<file path="config.mk">
export PLATFORM = sky130hd
export DESIGN_NAME = cdb_broadcast
export DESIGN_NICKNAME = d
export VERILOG_FILES = /design/src/rtl/cdb_broadcast_pkg.sv /design/src/rtl/cdb_broadcast_arbiter.sv /design/src/rtl/cdb_broadcast.sv
export SDC_FILE = /design/constraint.sdc
export NUM_CORES = 1
export LEC_CHECK = 0
export ABC_AREA = 1
export CAP_MARGIN = 20
export CORE_AREA = 3 3 319 321
export DETAILED_ROUTE_END_ITERATION = 7
export DIE_AREA = 0 0 322 324
export GPL_TIMING_DRIVEN = 0
export HOLD_SLACK_MARGIN = 0.12
export PLACE_DENSITY = 0.44
export SYNTH_ARGS = -nofsm -noshare
export SYNTH_HDL_FRONTEND = slang
export SYNTH_SLANG_ARGS = --single-unit
</file>
<file path="constraint.sdc">
create_clock -name clock -period 10.7 [get_ports clock]
set_clock_uncertainty 0.15 [all_clocks]
set_input_delay 2.14 -clock clock [delete_from_list [all_inputs] [get_ports clock]]
set_output_delay 2.14 -clock clock [all_outputs]
set_load 0.02 [all_outputs]
</file>
<file path="src/rtl/cdb_broadcast_pkg.sv">
// Shared CDB definitions: field widths, default sizing and the broadcast packet
// that the RS/ROB snoop ports reuse.
package cdb_broadcast_pkg;

  localparam int FU_PORTS  = 4;
  localparam int CDB_LANES = 2;
  localparam int TAG_W     = 5;
  localparam int DATA_W    = 64;
  localparam int ROB_SIZE  = 32;
  localparam int ROB_IDX_W = $clog2(ROB_SIZE);

  typedef struct packed {
    logic                 valid;
    logic [TAG_W-1:0]     tag;
    logic [DATA_W-1:0]    value;
    logic [ROB_IDX_W-1:0] rob_index;
  } cdb_pkt_t;

endpackage

</file>
<file path="src/rtl/cdb_broadcast_arbiter.sv">
// Round-robin multi-grant arbiter: scans requests from ptr_i upward (mod NUM_FU)
// and hands the first CDB_WIDTH requesters to lanes 0, 1, ... in scan order.
module rr_multi_arbiter #(
  parameter int NUM_FU    = 4,
  parameter int CDB_WIDTH = 2,
  localparam int PTR_W    = $clog2(NUM_FU)
) (
  input  logic [NUM_FU-1:0]                 req_i,
  input  logic [PTR_W-1:0]                  ptr_i,
  output logic [CDB_WIDTH-1:0][NUM_FU-1:0]  lane_grant_o,
  output logic [CDB_WIDTH-1:0]              lane_valid_o,
  output logic [NUM_FU-1:0]                 grant_o,
  output logic [PTR_W-1:0]                  ptr_next_o
);

  always_comb begin
    int cnt;
    cnt          = 0;
    lane_grant_o = '0;
    lane_valid_o = '0;
    grant_o      = '0;
    ptr_next_o   = ptr_i;
    // Outer loop walks scan order; inner loop maps the scan position to a slot.
    for (int o = 0; o < NUM_FU; o++) begin
      for (int j = 0; j < NUM_FU; j++) begin
        if (((int'(ptr_i) + o) % NUM_FU == j) && req_i[j] && (cnt < CDB_WIDTH)) begin
          grant_o[j] = 1'b1;
          for (int k = 0; k < CDB_WIDTH; k++) begin
            if (k == cnt) begin
              lane_grant_o[k][j] = 1'b1;
              lane_valid_o[k]    = 1'b1;
            end
          end
          cnt        = cnt + 1;
          ptr_next_o = PTR_W'((j + 1) % NUM_FU);
        end
      end
    end
  end

endmodule

</file>
<file path="src/rtl/cdb_broadcast.sv">
// CDB transmit end: one holding slot per FU, round-robin lane assignment and
// registered broadcast lanes with zeroed idle fields.
module cdb_broadcast
  import cdb_broadcast_pkg::*;
#(
  parameter int NUM_FU    = FU_PORTS,
  parameter int CDB_WIDTH = CDB_LANES
) (
  input  logic                                 clock,
  input  logic                                 reset,
  input  logic                                 flush,
  input  logic [NUM_FU-1:0]                    fu_valid_in,
  input  logic [NUM_FU-1:0][TAG_W-1:0]         fu_tag_in,
  input  logic [NUM_FU-1:0][DATA_W-1:0]        fu_value_in,
  input  logic [NUM_FU-1:0][ROB_IDX_W-1:0]     fu_rob_index_in,
  output logic [NUM_FU-1:0]                    fu_ready_out,
  output logic [CDB_WIDTH-1:0]                 cdb_valid_out,
  output logic [CDB_WIDTH-1:0][TAG_W-1:0]      cdb_tag_out,
  output logic [CDB_WIDTH-1:0][DATA_W-1:0]     cdb_value_out,
  output logic [CDB_WIDTH-1:0][ROB_IDX_W-1:0]  cdb_rob_index_out
);

  localparam int PTR_W = $clog2(NUM_FU);

  cdb_pkt_t [NUM_FU-1:0]    slot_q, slot_d;
  cdb_pkt_t [CDB_WIDTH-1:0] lane_q, lane_d;
  logic [PTR_W-1:0]         rr_ptr_q, rr_ptr_d, ptr_next;

  logic [NUM_FU-1:0]                req, grant;
  logic [CDB_WIDTH-1:0][NUM_FU-1:0] lane_grant;
  logic [CDB_WIDTH-1:0]             lane_valid;

  always_comb begin
    req = '0;
    for (int i = 0; i < NUM_FU; i++) req[i] = slot_q[i].valid;
  end

  rr_multi_arbiter #(
    .NUM_FU    (NUM_FU),
    .CDB_WIDTH (CDB_WIDTH)
  ) u_arb (
    .req_i        (req),
    .ptr_i        (rr_ptr_q),
    .lane_grant_o (lane_grant),
    .lane_valid_o (lane_valid),
    .grant_o      (grant),
    .ptr_next_o   (ptr_next)
  );

  // A granted slot drains this edge, so it can take a new result at the same time.
  assign fu_ready_out = ~{NUM_FU{flush}} & (~req | grant);

  always_comb begin
    slot_d   = slot_q;
    lane_d   = '0;
    rr_ptr_d = ptr_next;
    for (int i = 0; i < NUM_FU; i++) begin
      if (grant[i]) slot_d[i].valid = 1'b0;
      if (fu_valid_in[i] && fu_ready_out[i]) begin
        slot_d[i].valid     = 1'b1;
        slot_d[i].tag       = fu_tag_in[i];
        slot_d[i].value     = fu_value_in[i];
        slot_d[i].rob_index = fu_rob_index_in[i];
      end
    end
    for (int k = 0; k < CDB_WIDTH; k++) begin
      if (lane_valid[k]) begin
        for (int i = 0; i < NUM_FU; i++) begin
          if (lane_grant[k][i]) lane_d[k] = slot_q[i];
        end
      end
    end
    if (flush) begin
      slot_d   = '0;
      lane_d   = '0;
      rr_ptr_d = '0;
    end
  end

  always_ff @(posedge clock) begin
    if (reset) begin
      slot_q   <= '0;
      lane_q   <= '0;
      rr_ptr_q <= '0;
    end else begin
      slot_q   <= slot_d;
      lane_q   <= lane_d;
      rr_ptr_q <= rr_ptr_d;
    end
  end

  always_comb begin
    cdb_valid_out     = '0;
    cdb_tag_out       = '0;
    cdb_value_out     = '0;
    cdb_rob_index_out = '0;
    for (int k = 0; k < CDB_WIDTH; k++) begin
      cdb_valid_out[k]     = lane_q[k].valid;
      cdb_tag_out[k]       = lane_q[k].tag;
      cdb_value_out[k]     = lane_q[k].value;
      cdb_rob_index_out[k] = lane_q[k].rob_index;
    end
  end

endmodule

</file>
======== Word level (Yosys, flattened, before mapping) ========
Cells that the tools add are included.
storage, ports and cells
  flip-flop bits (word level) ............. 452
  bits of input ports ..................... 303
operators by class
  $lt $le $gt $ge ......................... 15
  equal/unequal tests ..................... 27
  bitwise gates (word level) .............. 9
  muxes and demuxes ....................... 166
  reduce and logical (&&, ||, !) cells .... 66
  add/subtract/negate cells ............... 17
operators by type and width
  kind                   count
  $mux 75                12
  $logic_not 32->1       19
  $eq 2x32->1 const A    14
  $lt 32x3->1 const B    14
  $mux 32                14
  $add 32x2->32 const B  13
  $mux 1                 110
  $mux 2                 30
  $logic_and 1x1->1      35
  $eq 3x3->1 const B     6
  $reduce_bool 15->1     1
  $eq 3x2->1 const B     3
  $reduce_or 3->1        3
  $not 4->4              2
  $reduce_bool 2->1      4
  $reduce_or 2->1        4
  $add 2x2->2 const B    2
  $and 4x4->4            1
  $eq 2x2->1 const B     2
  $or 4x4->4             1
  $and 1x1->1 const A    3
  $add 1x1->2 const B    1
  $add 2x1->2 const B    1
  $eq 2x1->1 const B     1
  3 further kinds        4

======== Longest topological paths before layout ========
  word-level depth ........................ 52
  gate-level depth with buffers ........... 70
  gate-level depth less buffers ........... 68

======== Cells and area by module ========
From an unflattened synthesis, not the netlist that was laid out.
unflattened totals
  cells, all modules ...................... 4363
  area, all modules ....................... 26275.2 um2
by module, submodules not included
  module            area an instance (um2)  seq. area each (um2)  times used  cells each
  cdb_broadcast     24199.5                 9048.7                1           4054
  rr_multi_arbiter  2075.7                  0.0                   1           309

======== Worst setup path after synthesis ========
Ideal clock, no wire load.
  path kind ............................... register to output
  from .................................... register rr_ptr_q[0]
  to ...................................... output port fu_ready_out[2]
  path buffers ............................ 1
  slack ................................... -0.422 ns
  stages on the path, launching flop included .. 64
  data required time ...................... 8.410 ns
  data arrival time ....................... 8.832 ns
  path through ............................ dfxtp_1 > inv_1 > nor2_1 > inv_1 > nor2_1 > inv_1 > ha_1 > o21bai_2 > nand2_2 > inv_1 > ha_1 > inv_1 > nand2_1 > nand3_4 > inv_2 > ha_1 > inv_1 > nand3_4 > [... 28 more ...] > ha_1 > inv_1 > nand4_1 > nand3_2 > inv_2 > ha_1 > inv_1 > nand4_1 > nand2_2 > inv_2 > ha_1 > inv_1 > nand2_2 > nand3_2 > inv_2 > nand2_2 > a21oi_2 > clkbuf_1
between the ends
  longest elaborated chain between the ends .. 47
ends and longest elaborated chain
  item                    RTL line                     source
  from (decl)             cdb_broadcast.sv:27          logic [PTR_W-1:0] rr_ptr_q, rr_ptr_d, ptr_next;
  from (signal assigned)  cdb_broadcast.sv:88          rr_ptr_q <= rr_ptr_d;
  $logic_not 32->1        cdb_broadcast_arbiter.sv:26  if (((int'(ptr_i) + o) % NUM_FU == j) && req_i[j] && (cnt < CDB_WIDTH)) begin
  $logic_and 1x1->1       cdb_broadcast_arbiter.sv:26
  $mux 1                  cdb_broadcast_arbiter.sv:26
  $lt 1x2->1              cdb_broadcast_arbiter.sv:26
  $logic_and 1x1->1       cdb_broadcast_arbiter.sv:26
  $mux 32                 cdb_broadcast_arbiter.sv:26
  $lt 32x3->1             cdb_broadcast_arbiter.sv:26
  $logic_and 1x1->1       cdb_broadcast_arbiter.sv:26
  [... 31 more ...]       n/a
  $lt 32x3->1             cdb_broadcast_arbiter.sv:26
  $logic_and 1x1->1       cdb_broadcast_arbiter.sv:26
  $mux 32                 cdb_broadcast_arbiter.sv:26
  $lt 32x3->1             cdb_broadcast_arbiter.sv:26
  $logic_and 1x1->1       cdb_broadcast_arbiter.sv:26
  $mux 1 *                cdb_broadcast_arbiter.sv:26
  $or 4x4->4 *            cdb_broadcast.sv:51          assign fu_ready_out = ~{NUM_FU{flush}} & (~req | grant);
  $and 4x4->4 *           cdb_broadcast.sv:51
  to (decl)               cdb_broadcast.sv:16          output logic [NUM_FU-1:0] fu_ready_out,
Mark *: on every way between the ends. The rest lies on a longest branch, timed or not.

======== Worst setup path after layout ========
  from .................................... register rr_ptr_q[0]
  to ...................................... output port fu_ready_out[3]
between the ends
  longest elaborated chain between the ends .. 50
ends and longest elaborated chain
  item               RTL line
  $logic_not 32->1   cdb_broadcast_arbiter.sv:26
  $logic_and 1x1->1  cdb_broadcast_arbiter.sv:26
  $mux 1             cdb_broadcast_arbiter.sv:26
  $lt 1x2->1         cdb_broadcast_arbiter.sv:26
  $logic_and 1x1->1  cdb_broadcast_arbiter.sv:26
  $mux 32            cdb_broadcast_arbiter.sv:26
  $lt 32x3->1        cdb_broadcast_arbiter.sv:26
  $logic_and 1x1->1  cdb_broadcast_arbiter.sv:26
  [... 34 more ...]  n/a
  $lt 32x3->1        cdb_broadcast_arbiter.sv:26
  $logic_and 1x1->1  cdb_broadcast_arbiter.sv:26
  $mux 32            cdb_broadcast_arbiter.sv:26
  $lt 32x3->1        cdb_broadcast_arbiter.sv:26
  $logic_and 1x1->1  cdb_broadcast_arbiter.sv:26
  $mux 1 *           cdb_broadcast_arbiter.sv:26
  $or 4x4->4 *       cdb_broadcast.sv:51
  $and 4x4->4 *      cdb_broadcast.sv:51
Marks and branches as above.

==> flow_metrics.tcl <==
set metrics [dict create \
    status "completed" \
    intPower_uw 3208 \
    cts_sinks 452 \
    stdcell_count 5632 \
    slew_viol_final 0 \
    grt_first_pass_wirelength_um 162700 \
    power.total_uw 4410 \
    synth_flop_cell "dfxtp_1" \
    worst_pin_slew_ps 1045 \
    start_kind "flip-flop" \
    setup_viol 0 \
    htree_levels 2 \
    synthMuxAreaShare 0 \
    synth_xor_area_frac 0.003838 \
    root_buffer "clkbuf_16" \
    cts_buffers 56 \
    routed_wl_um 114100 \
    fin_nets 4617 \
    ir_drop_mv 0.1162 \
    port_buffers 456 \
    cts_tree "yes" \
    grt_max_degree 15 \
    finalCritPeriodShare 0.9867 \
    crit_top_cell "inv_2" \
    synth_nets 3935 \
    hold_class "reg2reg" \
    overflow 0 \
    yosysSeqAreaShare 0.3966 \
    antenna_found_initial 24 \
    async_reset_ff_frac 0 \
    maxCapViolCount 0 \
    avgViaCountPerCell 4.473 \
    p_clk_frac 0.471 \
    gr-usage-met3 0.03924 \
    synthesis.area_um2 22820 \
    critPathTopFamily "simple AND/OR/NAND/NOR gates" \
    die_h_um 324 \
    clkTransAtPathRegs_ps 60 \
    die_area_um2 104300 \
    final_common_cell "nand2_1" \
    max_clock_freq_mhz 94.72 \
    busiest_layer "met2" \
    synth_edf_count 0 \
    ys_types 48 \
    synth_compound_area_frac 0.09371 \
    use_met2 0.3522 \
    track_usage 0.2098 \
    yosys.area_share.simple 0.4039 \
    final_cell_mix "nand2_1 (1,465), nor2_1 (473), clkdlybuf4s50_1 (452)" \
    place_inst 5349 \
    drt_iter0_drc 1783 \
    vias 25190 \
    slowest_stage "dfxtp_4" \
    avgSynthCellArea_um2 6.352 \
    synth.top_cells.by_area "dfxtp_1 (40%), nand2_1 (24%), nor2_1 (7.9%)" \
    synth_area_leader_cell "dfxtp_1" \
    slew_headroom 0.3030 \
    final_layout_size_suffix_gt1_frac 0.1336 \
    use_met1 0.2781 \
    finalHoldViolations 0 \
    pwr-share-seq 0.393 \
    die_x_um 322 \
    ios 457 \
    cts_max_path_buffers 3 \
    crit_type "reg2out" \
    switching_power_uw 1201 \
    critPathCaptureType "output pin" \
    crit_buf_inv 25 \
    power_density_nw_per_um2 133.3 \
    yosysWarnings 0 \
    synthAdderAreaFrac 0.02193 \
    synth_top_area_share 0.3966 \
    place.gp.congestion 0.8908 \
    period_minus_slack_ps 10560 \
    drcViolationCount 0 \
    clock_latency_ps 650 \
    first_pass_iters 5 \
    cellLeakagePower_uw 0.01279 \
    cp_max_fo 5 \
    area.growth.synth_to_final_pct 45.00 \
    synth_top_family_by_area "simple AND/OR/NAND/NOR gates" \
    cpPeakStageDelay_ps 380 \
    synth-seq-cells 452 \
    grt_pass1_vias 24580 \
    cts-hold-fix-buffers 0 \
    initial_core_util 0.2292 \
    arrival_ps 8270 \
    regToRegSetupSlack_ps 190 \
    rsz0062_at_grt "yes" \
    worstPathRequired_ps 8410 \
    syn_inst 3592 \
    antenna_left 0 \
    num_rows 116 \
    dp_hpwl_um 86480 \
    combPwrFrac 0.136 \
    netSwitchingFraction 0.2724 \
    core_um2 99570 \
    wl_per_cell_um 20.26 \
]
==> worst min-delay path: stages (launching register included) <==
cell     delay (ps)
dfxtp_1         320
nand2_1          60
a21oi_1          50
==> final cells by class <==
cell class	count	area (um2)
clock inverters	31	441.7
fillers	10940	66480
repair buffers	624	5954
flip-flops and latches	452	9060
multi-input cells	2735	12470
clock buffers	72	1531
inverters	156	629.4
diodes	15	37.54
well taps	1298	1624
plain buffers	249	1335
==> logic make-up (layout without fill, tap and decap cells) <==
family,after synthesis,count (layout)
simple gates,2281,2281
flops,452,452
compound gates,410,410
buf+inv,405,1132
fa+ha+maj,40,40
xor+xnor,4,4
other cells,0,15
==> registers in the layout, indices dropped and copies added (netlist names) <==
| name | count |
|---|---|
| cdb_rob_index_out | 10 |
| cdb_tag_out | 10 |
| cdb_valid_out | 2 |
| cdb_value_out | 128 |
| req | 4 |
| rr_ptr_q | 2 |
| slot_q | 296 |
==> power by group through the flow <==
stage	combinational (uW)	sequential, uW	clock [uW]
after floorplan	256	1770	0
after global placement	540	1770	0
after detailed placement	542	1770	0
after CTS	570	1730	2130
after global routing	651	1740	2190
final	599	1730	2080
==> layer usage <==
metal / wire, um / up-vias
li1: - / 12620
met1: 51020 / 11660
met2: 52910 / 752
met3: 7278 / 153
met4: 2841 / 6
met5: 40 / -
==> final timing paths <==
path / start / end / cells after the start
hold reg to reg: slot_q[140]$_SDFFE_PP0P_ / slot_q[140]$_SDFFE_PP0P_ / 2
hold / removal: slot_q[140]$_SDFFE_PP0P_ / slot_q[140]$_SDFFE_PP0P_ / 2
setup reg to reg: rr_ptr_q[0]$_SDFFE_PP0P_ / cdb_value_out[61]$_SDFF_PP0_ / 82
setup / recovery: rr_ptr_q[0]$_SDFFE_PP0P_ / fu_ready_out[3] / 63
==> what timing repair did <==
item                                    4_1_cts  5_1_grt
pin swaps                                    41       48
setup buffers                               126       38
resized for setup                           103       82
gates cloned                                  0        4
endpoints found under the setup margin      255       79
==> synth_stat cells, types with 2 or more instances <==
cell type  number
buf_4          15
dfxtp_1       452
a31oi_1         3
o21ai_1        74
and3_1          2
nor2_4          9
nand4_1        13
a21oi_2         6
buf_2         101
inv_1         132
nor2_2          3
ha_1           40
o21bai_2        2
nand2_2        27
nand3_4         3
nand3_1       238
inv_2          21
nor3_1          8
nand4_2         3
buf_1           4
buf_6          16
clkbuf_1      113
xor2_2          2
nand2_4         4
nand3_2         7
nand2_1      1477
o21ai_0        81
a21oi_1       235
nor2_1        482
==> metrics by stage <==
stage               setup slack (ps)  hold slack [ps]    util  TNS (ps)  cell area, um2
floorplan                     0.5942            302.7       -         0           22860
finish                         142.8            326.5  0.3323         0           33090
global placement               -1884            315.6  0.2917    -48620           29050
CTS                            7.064            325.3  0.3255         0           32410
detailed placement             -1898            316.3  0.2922    -46040           29100
global route                  -239.1            338.5  0.3320    -728.3           33050
No activity file was read; power rests on OpenSTA's default activity.
